===== src/rtl/traffic_sensor_cond.sv =====
// traffic_sensor_cond
//   Conditions two raw, asynchronous car-detector inputs (streets A and B)
//   into clean traffic-present flags for a downstream light controller and
//   counts debounced car arrivals per street.
//
//   Per channel: two-flop synchronizer -> debounce (level must persist
//   DEB_CYCLES consecutive edges) -> hold stretcher (flag stays up
//   HOLD_CYCLES edges after the debounced level falls) -> saturating
//   8-bit arrival counter.
//
// Ports
//   Clk        in   clock, all state changes on its rising edge
//   Rst_n      in   asynchronous active-low reset
//   SensA_raw  in   raw detector, street A (asynchronous)
//   SensB_raw  in   raw detector, street B (asynchronous)
//   Clr        in   synchronous clear of both arrival counters
//   Ta, Tb     out  registered traffic-present flags
//   CntA, CntB out  debounced arrival counts, saturate at 255
module traffic_sensor_cond #(
    parameter int DEB_CYCLES  = 4,
    parameter int HOLD_CYCLES = 8
) (
    input  logic       Clk,
    input  logic       Rst_n,
    input  logic       SensA_raw,
    input  logic       SensB_raw,
    input  logic       Clr,
    output logic       Ta,
    output logic       Tb,
    output logic [7:0] CntA,
    output logic [7:0] CntB
);

    // Mismatch count at which the next disagreeing edge accepts the new level.
    localparam logic [7:0] DEB_LAST  = 8'(DEB_CYCLES - 1);
    localparam logic [7:0] HOLD_INIT = 8'(HOLD_CYCLES);

    logic [1:0]      sens_raw;
    logic [1:0]      t_w;
    logic [1:0][7:0] cnt_w;

    assign sens_raw = {SensB_raw, SensA_raw};

    generate
        for (genvar gi = 0; gi < 2; gi++) begin : g_ch
            logic       s1_q;
            logic       s2_q;
            logic       deb_q;
            logic       deb_d;
            logic [7:0] mis_q;
            logic [7:0] mis_d;
            logic [7:0] hold_q;
            logic [7:0] hold_d;
            logic       t_q;
            logic       t_d;
            logic [7:0] cnt_q;
            logic [7:0] cnt_d;
            logic       deb_rise;
            logic       deb_fall;

            always_comb begin
                // Debounce: count consecutive disagreeing edges; any agreeing
                // edge, or the accepting edge itself, restarts the count.
                deb_d = deb_q;
                mis_d = 8'd0;
                if (s2_q != deb_q) begin
                    if (mis_q == DEB_LAST) begin
                        deb_d = ~deb_q;
                    end else begin
                        mis_d = mis_q + 8'd1;
                    end
                end

                deb_rise = deb_d & ~deb_q;
                deb_fall = ~deb_d & deb_q;

                // Hold stretcher: a re-rise cancels the window, but the flag
                // is already covered by deb_d so it never dips low.
                hold_d = hold_q;
                if (deb_rise) begin
                    hold_d = 8'd0;
                end else if (deb_fall) begin
                    hold_d = HOLD_INIT;
                end else if (hold_q != 8'd0) begin
                    hold_d = hold_q - 8'd1;
                end

                t_d = deb_d | (hold_d != 8'd0);

                // Clear has priority over a coincident arrival.
                cnt_d = cnt_q;
                if (Clr) begin
                    cnt_d = 8'd0;
                end else if (deb_rise && (cnt_q != 8'hFF)) begin
                    cnt_d = cnt_q + 8'd1;
                end
            end

            always_ff @(posedge Clk or negedge Rst_n) begin
                if (!Rst_n) begin
                    s1_q   <= 1'b0;
                    s2_q   <= 1'b0;
                    deb_q  <= 1'b0;
                    mis_q  <= 8'd0;
                    hold_q <= 8'd0;
                    t_q    <= 1'b0;
                    cnt_q  <= 8'd0;
                end else begin
                    s1_q   <= sens_raw[gi];
                    s2_q   <= s1_q;
                    deb_q  <= deb_d;
                    mis_q  <= mis_d;
                    hold_q <= hold_d;
                    t_q    <= t_d;
                    cnt_q  <= cnt_d;
                end
            end

            assign t_w[gi]   = t_q;
            assign cnt_w[gi] = cnt_q;
        end
    endgenerate

    assign Ta   = t_w[0];
    assign Tb   = t_w[1];
    assign CntA = cnt_w[0];
    assign CntB = cnt_w[1];

endmodule


===== config.mk =====
export PLATFORM = sky130hd
export DESIGN_NAME = traffic_sensor_cond
export DESIGN_NICKNAME = d
export VERILOG_FILES = /design/src/rtl/traffic_sensor_cond.sv
export SDC_FILE = /design/constraint.sdc
export NUM_CORES = 1
export LEC_CHECK = 0
export CAP_MARGIN = 20
export CORE_AREA = 3 3 91 93
export DETAILED_ROUTE_END_ITERATION = 6
export DIE_AREA = 0 0 94 96
export GPL_TIMING_DRIVEN = 0
export SETUP_SLACK_MARGIN = 0.1
export SLEW_MARGIN = 10
export SYNTH_ARGS = -nofsm -noshare
export SYNTH_HDL_FRONTEND = slang
export SYNTH_SLANG_ARGS = --single-unit

===== constraint.sdc =====
create_clock -name Clk -period 6.2 [get_ports Clk]
set_input_delay 0.62 -clock Clk [delete_from_list [all_inputs] [get_ports Clk]]
set_output_delay 0.62 -clock Clk [all_outputs]
set_load 0.01 [all_outputs]

==> impl_results.md, run 1 <==
- DR WL/cell: about 12 um
- # setup viols final: 0
- Initial antenna violation count: 0
- Post-synth ARST share: 100.0%
- # DRC: 0
- Antenna Nets Post-Route: 0
- CP Depth: 5
- CP delay by family, top: simple AND/OR/NAND/NOR gates
- Buf/Inv on CP: 0
- Proportion of layout cells with a drive suffix above 1: between 7 and 8%
- RSZ-0062 raised after global routing: false
- Via/cell ratio: 5.028
- Post-DP Area: approximately 0.0032 sq mm
- Post-DP HPWL: roughly 3600 um
- TNS Setup: 0 ps
- Num rows: 32
- CP peak stage delay: 690 ps
- Yosys top cell by area: dfrtp_1
- Mapped Cells: ~290
- Non-Filler Cell Area, Final: about 0.0033 sq mm
- I/O Pins: 23
- CP Launch Type: flop
- CTS clk-pin slew, worst paths: about 100 ps
- # diodes: 0
- Period minus WS final: between 2000 and 2500 ps
- Hold WC Path Type: in -> async
- R2R setup slack: between 3000 and 4000 ps
- CP cell instances: ha_1, nor3b_1, nand4_1, or4b_2, and3b_1
- Clock buffer count from CTS: 5
- Critical R2R Launch: g_ch[0].mis_q[0]$_DFF_PN0_
- WS Path Type: reg -> reg
- Hold_buf cts: 0
- LEAKAGE: around 1.4 nW
- Slew Viols, Final: 0
- Syn_nets: between 300 and 400
- Reg2reg path depth: 5
- CTS tree: yes
- CP endpoint kind: flop
- Highest Clock Rate: ~430 MHz
- First-pass GRT wire length: 9363 um
- Number of flops mapped to enable cells by yosys: 0
- Worst skew pair latency: about 310 ps
- CTS Buffer Depth: 2
- Cell Area, Synth: about 0.0029 sq mm
- Global Route Usage Sum: roughly 13%
- Status: finished clean
- Port Buf Inserts: 21
- WL final: 5256 um
- Headroom to the max-slew limit: 53.28%
- H-tree levels: 2
- Final Util: a little over two fifths
- Synth area leaders: dfrtp_1 49%, nor2_1 5.2%, xor2_1 5.2%
- Slew @ Worst Pin: between 600 and 700 ps
- Mapped Avg Cell Area: a little under 10 sq um
- Critical Path Fanout Max: 5
- Power per cell area: approximately 340 mW/mm^2
- Clock sink count: 56
- Die Y: between 90 and 100 um
- Via Count: ~2100
- Core footprint: about 0.0076 sq mm
- Die Wd: between 90 and 100 um
- Post-synth top area share: 48.97%
- Synth-to-layout area growth: 14.95%
- Initial DRC Count: approximately 110
- Starting Density: a little under two fifths
- CP required: ~6400 ps
- Max-cap violation count: 0
- Largest net degree at the start of global routing: 57
- Worst Skew: about 4.2 ps
- Flop and latch count out of synthesis: 56
- Worst IR drop on VDD: 0.2088 mV
- Main synth FF type: dfrtp_1
- Die area: roughly 0.0090 sq mm
- Crit path DAT: around 2500 ps
- CTS Root Cell: clkbuf_8
- # Post-CTS Setup Buffers: 0
- Number of global-route vias before repair: between 2000 and 2500
- Seq/Total Area, Yosys: between 40 and 50%
- Period utilization: between 30% and 40%
- Fin nets: between 300 and 400
- Total congestion overflow: 0
- Yosys cell types: between 50 and 60
- Final Hold Fails: 0
- Post-cts sizing count: 0
- CP max-delay cell: or4b_2
- Number of iterations in the first detailed-routing pass: 4
- Yosys warns: 0
- Reg2reg end: CntA[6]$_DFFE_PN0P_
- Placer Congestion: 0.8084
-- logic make-up (layout without fill, tap and decap cells) --
kind of cell	count (synthesis)	in the layout	synth area share [%]
flip-flops	56	56	48.97
buffers and inverters	12	41	1.836
multiplexers	3	3	1.093
AO/OA/AOI/OAI	39	39	8.832
XOR/XNOR	28	28	8.570
adder cells (fa/ha/maj)	8	8	3.498
AND/OR/NAND/NOR	145	145	27.20
-- flip-flops by register name (all words and copies together) (netlist names) --
register,flops
CntA,8
CntB,8
Ta,1
Tb,1
g_ch.deb_q,2
g_ch.hold_q,16
g_ch.mis_q,16
g_ch.s1_q,2
g_ch.s2_q,2
-- placed cells by master (no fill, tap or decap), types with 4 or more instances in the layout --
cell,synthesis,routed
dfrtp_1,56,56
nor2_1,40,40
nand3_1,21,21
nand2_1,21,21
clkdlybuf4s50_1,0,20
xor2_1,17,17
a21oi_1,13,13
xnor2_1,11,11
and3_1,8,8
o21ai_0,8,8
ha_1,8,8
inv_1,7,7
nor3_1,7,7
or3_1,6,6
clkbuf_8,0,6
nand4_1,5,5
nand2b_1,4,4
nor4b_1,4,4
and2_1,4,4
-- worst reg2reg max path, stage by stage (launching register included) --
cell and delay [ps]:
dfrtp_1 390, ha_1 210, nor3b_1 440, nand4_1 300
or4b_2 690, and3b_1 200
-- cells in the mapped netlist (3+ instances only) --
| cell | number |
|---|---|
| ha_1 | 8 |
| o21ai_0 | 8 |
| and3_1 | 8 |
| nor4b_1 | 4 |
| nand2_1 | 21 |
| nor2b_1 | 3 |
| or3_2 | 3 |
| nand3_1 | 21 |
| nand2b_1 | 4 |
| nor2_1 | 40 |
| a21oi_1 | 13 |
| or3_1 | 6 |
| inv_1 | 7 |
| and2_1 | 4 |
| nand4_1 | 5 |
| xor2_1 | 17 |
| nor3_1 | 7 |
| dfrtp_1 | 56 |
| clkbuf_1 | 3 |
| xnor2_1 | 11 |
| o31ai_1 | 3 |
-- per-layer routing --
metal	wire, um	vias to the layer above	global-route usage (%)
met5	0	-	0
met4	45	0	3.851
met3	143	6	2.658
met2	2409	22	20.70
met1	2657	1013	17.49
li1	-	1081	-
-- layout make-up --
| class | count | area [sq um] |
|---|---|---|
| plain buffers | 5 | 26.28 |
| clock inverters | 2 | 10.01 |
| flip-flops and latches | 56 | 1401 |
| clock buffers | 6 | 82.58 |
| fillers | 766 | 4318 |
| inverters | 7 | 26.28 |
| multi-input cells | 223 | 1408 |
| well taps | 102 | 127.6 |
| repair buffers | 21 | 207.7 |
-- per-stage QoR --
step / hold WS [ps] / power, mW / instances / setup slack, ps
after global routing: 367.2 / 1.204 / 422 / 3672
after detailed placement: 337.0 / 0.9070 / 414 / 3894
final: 356.4 / 1.102 / 422 / 3859
after CTS: 359.8 / 1.119 / 422 / 3854
after floorplan: 324.4 / 0.8147 / 291 / 4059
after global placement: 335.5 / 0.9007 / 414 / 2654
-- where the power goes --
part           switching (mW)  internal [mW]
Clock                   0.116         0.0895
Combinational           0.195          0.171
Sequential             0.0893          0.442
-- worst max-delay path by stage --
stage / from / endpoint / slack [ps]
floorplan: g_ch[1].mis_q[0]$_DFF_PN0_ / CntB[7]$_DFFE_PN0P_ / 4060
global placement: Rst_n / g_ch[1].s1_q$_DFF_PN0_ / 2650
detailed placement: g_ch[0].mis_q[0]$_DFF_PN0_ / CntA[6]$_DFFE_PN0P_ / 3890
CTS: g_ch[0].mis_q[0]$_DFF_PN0_ / CntA[6]$_DFFE_PN0P_ / 3850
global route: g_ch[0].mis_q[0]$_DFF_PN0_ / CntA[6]$_DFFE_PN0P_ / 3670
finish: g_ch[0].mis_q[0]$_DFF_PN0_ / CntA[6]$_DFFE_PN0P_ / 3860
No activity file was read; power rests on OpenSTA's default activity.
==> run 2, diff against run 1 <==
clock period = 2.4 ns   (was 6.2 ns; I/O delays follow)
==> impl_results.md, run 2 (synthesis results as in run 1) <==
- Status: complete, but fails checks
- Failing checks: negative hold slack
- Slew Viols, Final: 0 (unchanged)
- Largest regs: g_ch.hold_q: 16 flops, g_ch.mis_q: 16 flops
- Slew @ Worst Pin: 692.3 ps (+1.260 ps)
- # diodes: 0 (unchanged)
- Number of iterations in the first detailed-routing pass: 4 (unchanged)
- Met3 WL post-DR: 147 um (+2.8%)
- Proportion of layout cells with a drive suffix above 1: 9.034% (+1.2 points)
- CTS Root Cell: clkbuf_8
- Clock buffer count from CTS: 5 (unchanged)
- LEAKAGE: 1.390 nW (+0.30%)
- Highest Signal Layer: met4
- Synth-to-layout area growth: 15.74%
- CP max-delay cell: or4b_4
- Global Route Usage Sum: 13.03% (+0.18 points)
- Non-Filler Cell Area, Final: 0.003312 sq mm (+0.68%)
- Via Count: 2138 (+0.75%)
- Routed metal-1 wire length: 2650 um (-0.26%)
- Die Wd: 94 um (unchanged)
- Max-cap violation count: 0 (unchanged)
- Worst IR drop on VDD: 0.5176 mV (+150%)
- Commonest non-fill, non-tap cells in the layout: 55 x dfrtp_1, 40 x nor2_1, 21 x nand3_1, 21 x nand2_1, 20 x clkdlybuf4s50_1
- Hold_buf cts: 0 (unchanged)
- Highest Clock Rate: 450.7 MHz (+5.5%)
- CP peak stage delay: 480 ps (-210 ps)
- CTS clk-pin slew, worst paths: 100 ps (about the same)
- Fin cells: 423 (+0.24%)
- Starting Density: 37.62% (unchanged)
- Placer Congestion: 0.8084 (unchanged)
- Worst Skew: 4.309 ps (+0.09270 ps)
- Headroom to the max-slew limit: 53.20% (-0.085 points)
- WL final: 5333 um (+1.5%)
- Port Buf Inserts: 21 (unchanged)
- # setup viols final: 0 (unchanged)
- CP Launch Type: flop
- Period minus WS final: 2219 ps (-122.1 ps)
- Final Hold Fails: 56 (+56)
- CP endpoint kind: flop
- Crit path DAT: 2450 ps (-90 ps)
- Total chip power: 2.875 mW (+160%)
- Worst hold slack: -24.75 ps (-381.1 ps)
- Hold WC Path Type: in -> async
- DR WL/cell: 12.61 um (+1.2%)
- Fin nets: 333 (+0.30%)
- Power per cell area: 867.9 mW/mm^2 (+160%)
- Largest net degree at the start of global routing: 57 (unchanged)
- Period utilization: 92.45% (+55 points)
- FF+latch area: 0.001403 sq mm (about the same)
- Area of the multi-input gates: 0.001421 sq mm (+0.98%)
- First-pass GRT wire length: 9494 um (+1.4%)
- Clock sink count: 56 (unchanged)
- Via/cell ratio: 5.054 (+0.52%)
- Worst skew pair latency: 310 ps (about the same)
- CTS Buffer Depth: 2 (unchanged)
- Placed Instances: 414 (unchanged)
- RSZ-0062 raised after global routing: false
- Post-DP Area: 0.003197 sq mm (unchanged)
- Initial antenna violation count: 0 (unchanged)
- Critical Path Fanout Max: 10 (+5)
- Most common cell after layout, fill and taps aside: dfrtp_1
- Met2 Routed Length: 2482 um (+3.0%)
- Antenna Nets Post-Route: 0 (unchanged)
- WS Path Type: reg -> reg
- Num rows: 32 (unchanged)
- Initial DRC Count: 123 (+9.8%)
- Origin of the worst setup path: g_ch[1].mis_q[0]$_DFF_PN0_
- # DRC: 0 (unchanged)
- FILL cells: 760 (-0.78%)
- CP cell instances: ha_2, or4b_4, a2111o_1, buf_6, or3_1, a21oi_1
- Buf/Inv on CP: 1 (+1)
- Core footprint: 0.007607 sq mm (unchanged)
- Post-DP HPWL: 3639 um (unchanged)
- CTS tree: yes
- CP required: 2630 ps (-3770 ps)
- I/O Pins: 23 (unchanged)
- H-tree levels: 2 (unchanged)
- Die Y: 96 um (unchanged)
- Total congestion overflow: 0 (unchanged)
- Number of global-route vias before repair: 2060 (+0.93%)
- CP delay by family, top: simple AND/OR/NAND/NOR gates
- R2R setup slack: 180 ps (-3680 ps)
- Critical R2R Launch: g_ch[1].mis_q[0]$_DFF_PN0_
- Die area: 0.009024 sq mm (unchanged)
==> run 2: changes by cell type in the layout (fill, tap and decap cells not counted), sizes merged <==
cell | before | now
buf | 3 | 4
==> run 2: final timing paths <==
check	to	cells after the start
max in group asynchronous	g_ch[1].mis_q[0]$_DFF_PN0_	1
hold reg to reg	g_ch[0].s2_q$_DFF_PN0_	0
setup / recovery	CntB[7]$_DFFE_PN0P_	6
min in group Clk	CntB[3]$_DFFE_PN0P_	2
hold / removal	CntA[2]$_DFFE_PN0P_	1
setup reg to reg	CntB[7]$_DFFE_PN0P_	6
==> run 2: report_power, final <==
group          leakage, nW  internal (mW)  total, mW  switching [mW]
combinational        0.615          0.453      0.965           0.512
clock               0.0510          0.231      0.533           0.302
sequential           0.724           1.14       1.38           0.233
total                 1.39           1.83       2.87            1.05
==> run 2: worst register-to-register path: cells and delay by family, from the launching register on <==
family,cells,cell delay [ps]
buffers and inverters,1,170
adders and majority gates,1,240
DFF,1,410
AOI/OAI and AO/OA,2,510
and+or+nand+nor,2,820
==> run 2: final cells by class <==
class / count / share of cell area, %
plain buffers: 5 / 0.7934
clock buffers: 6 / 2.493
clock inverters: 2 / 0.3022
inverters: 7 / 0.7934
multi-input cells: 223 / 42.92
flip-flops and latches: 56 / 42.35
well taps: 102 / 3.853
repair buffers: 22 / 6.498
==> run 2: per-stage QoR <==
step	utilization (%)	setup TNS [ps]	worst slack, ps
after floorplan	-	0	259.2
after global placement	42.06	-42710	-765.6
after detailed placement	42.02	0	94.21
after CTS	43.34	0	120.9
after global routing	43.54	0	114.3
final	43.54	0	181.2
==> run 2: routing by layer <==
| metal | GRT usage [%] | vias to the layer above |
|---|---|---|
| met5 | 0 | - |
| met4 | 3.851 | 0 |
| met3 | 2.658 | 7 |
| met2 | 21.11 | 24 |
| met1 | 17.69 | 1023 |
| li1 | - | 1084 |
==> run 2: what timing repair did <==
item                       CTS  global route
setup endpoints to repair    3             6
gates resized for setup      2             2
hold endpoints to repair     0             0
pin swaps                    0             1
setup buffers                0             1
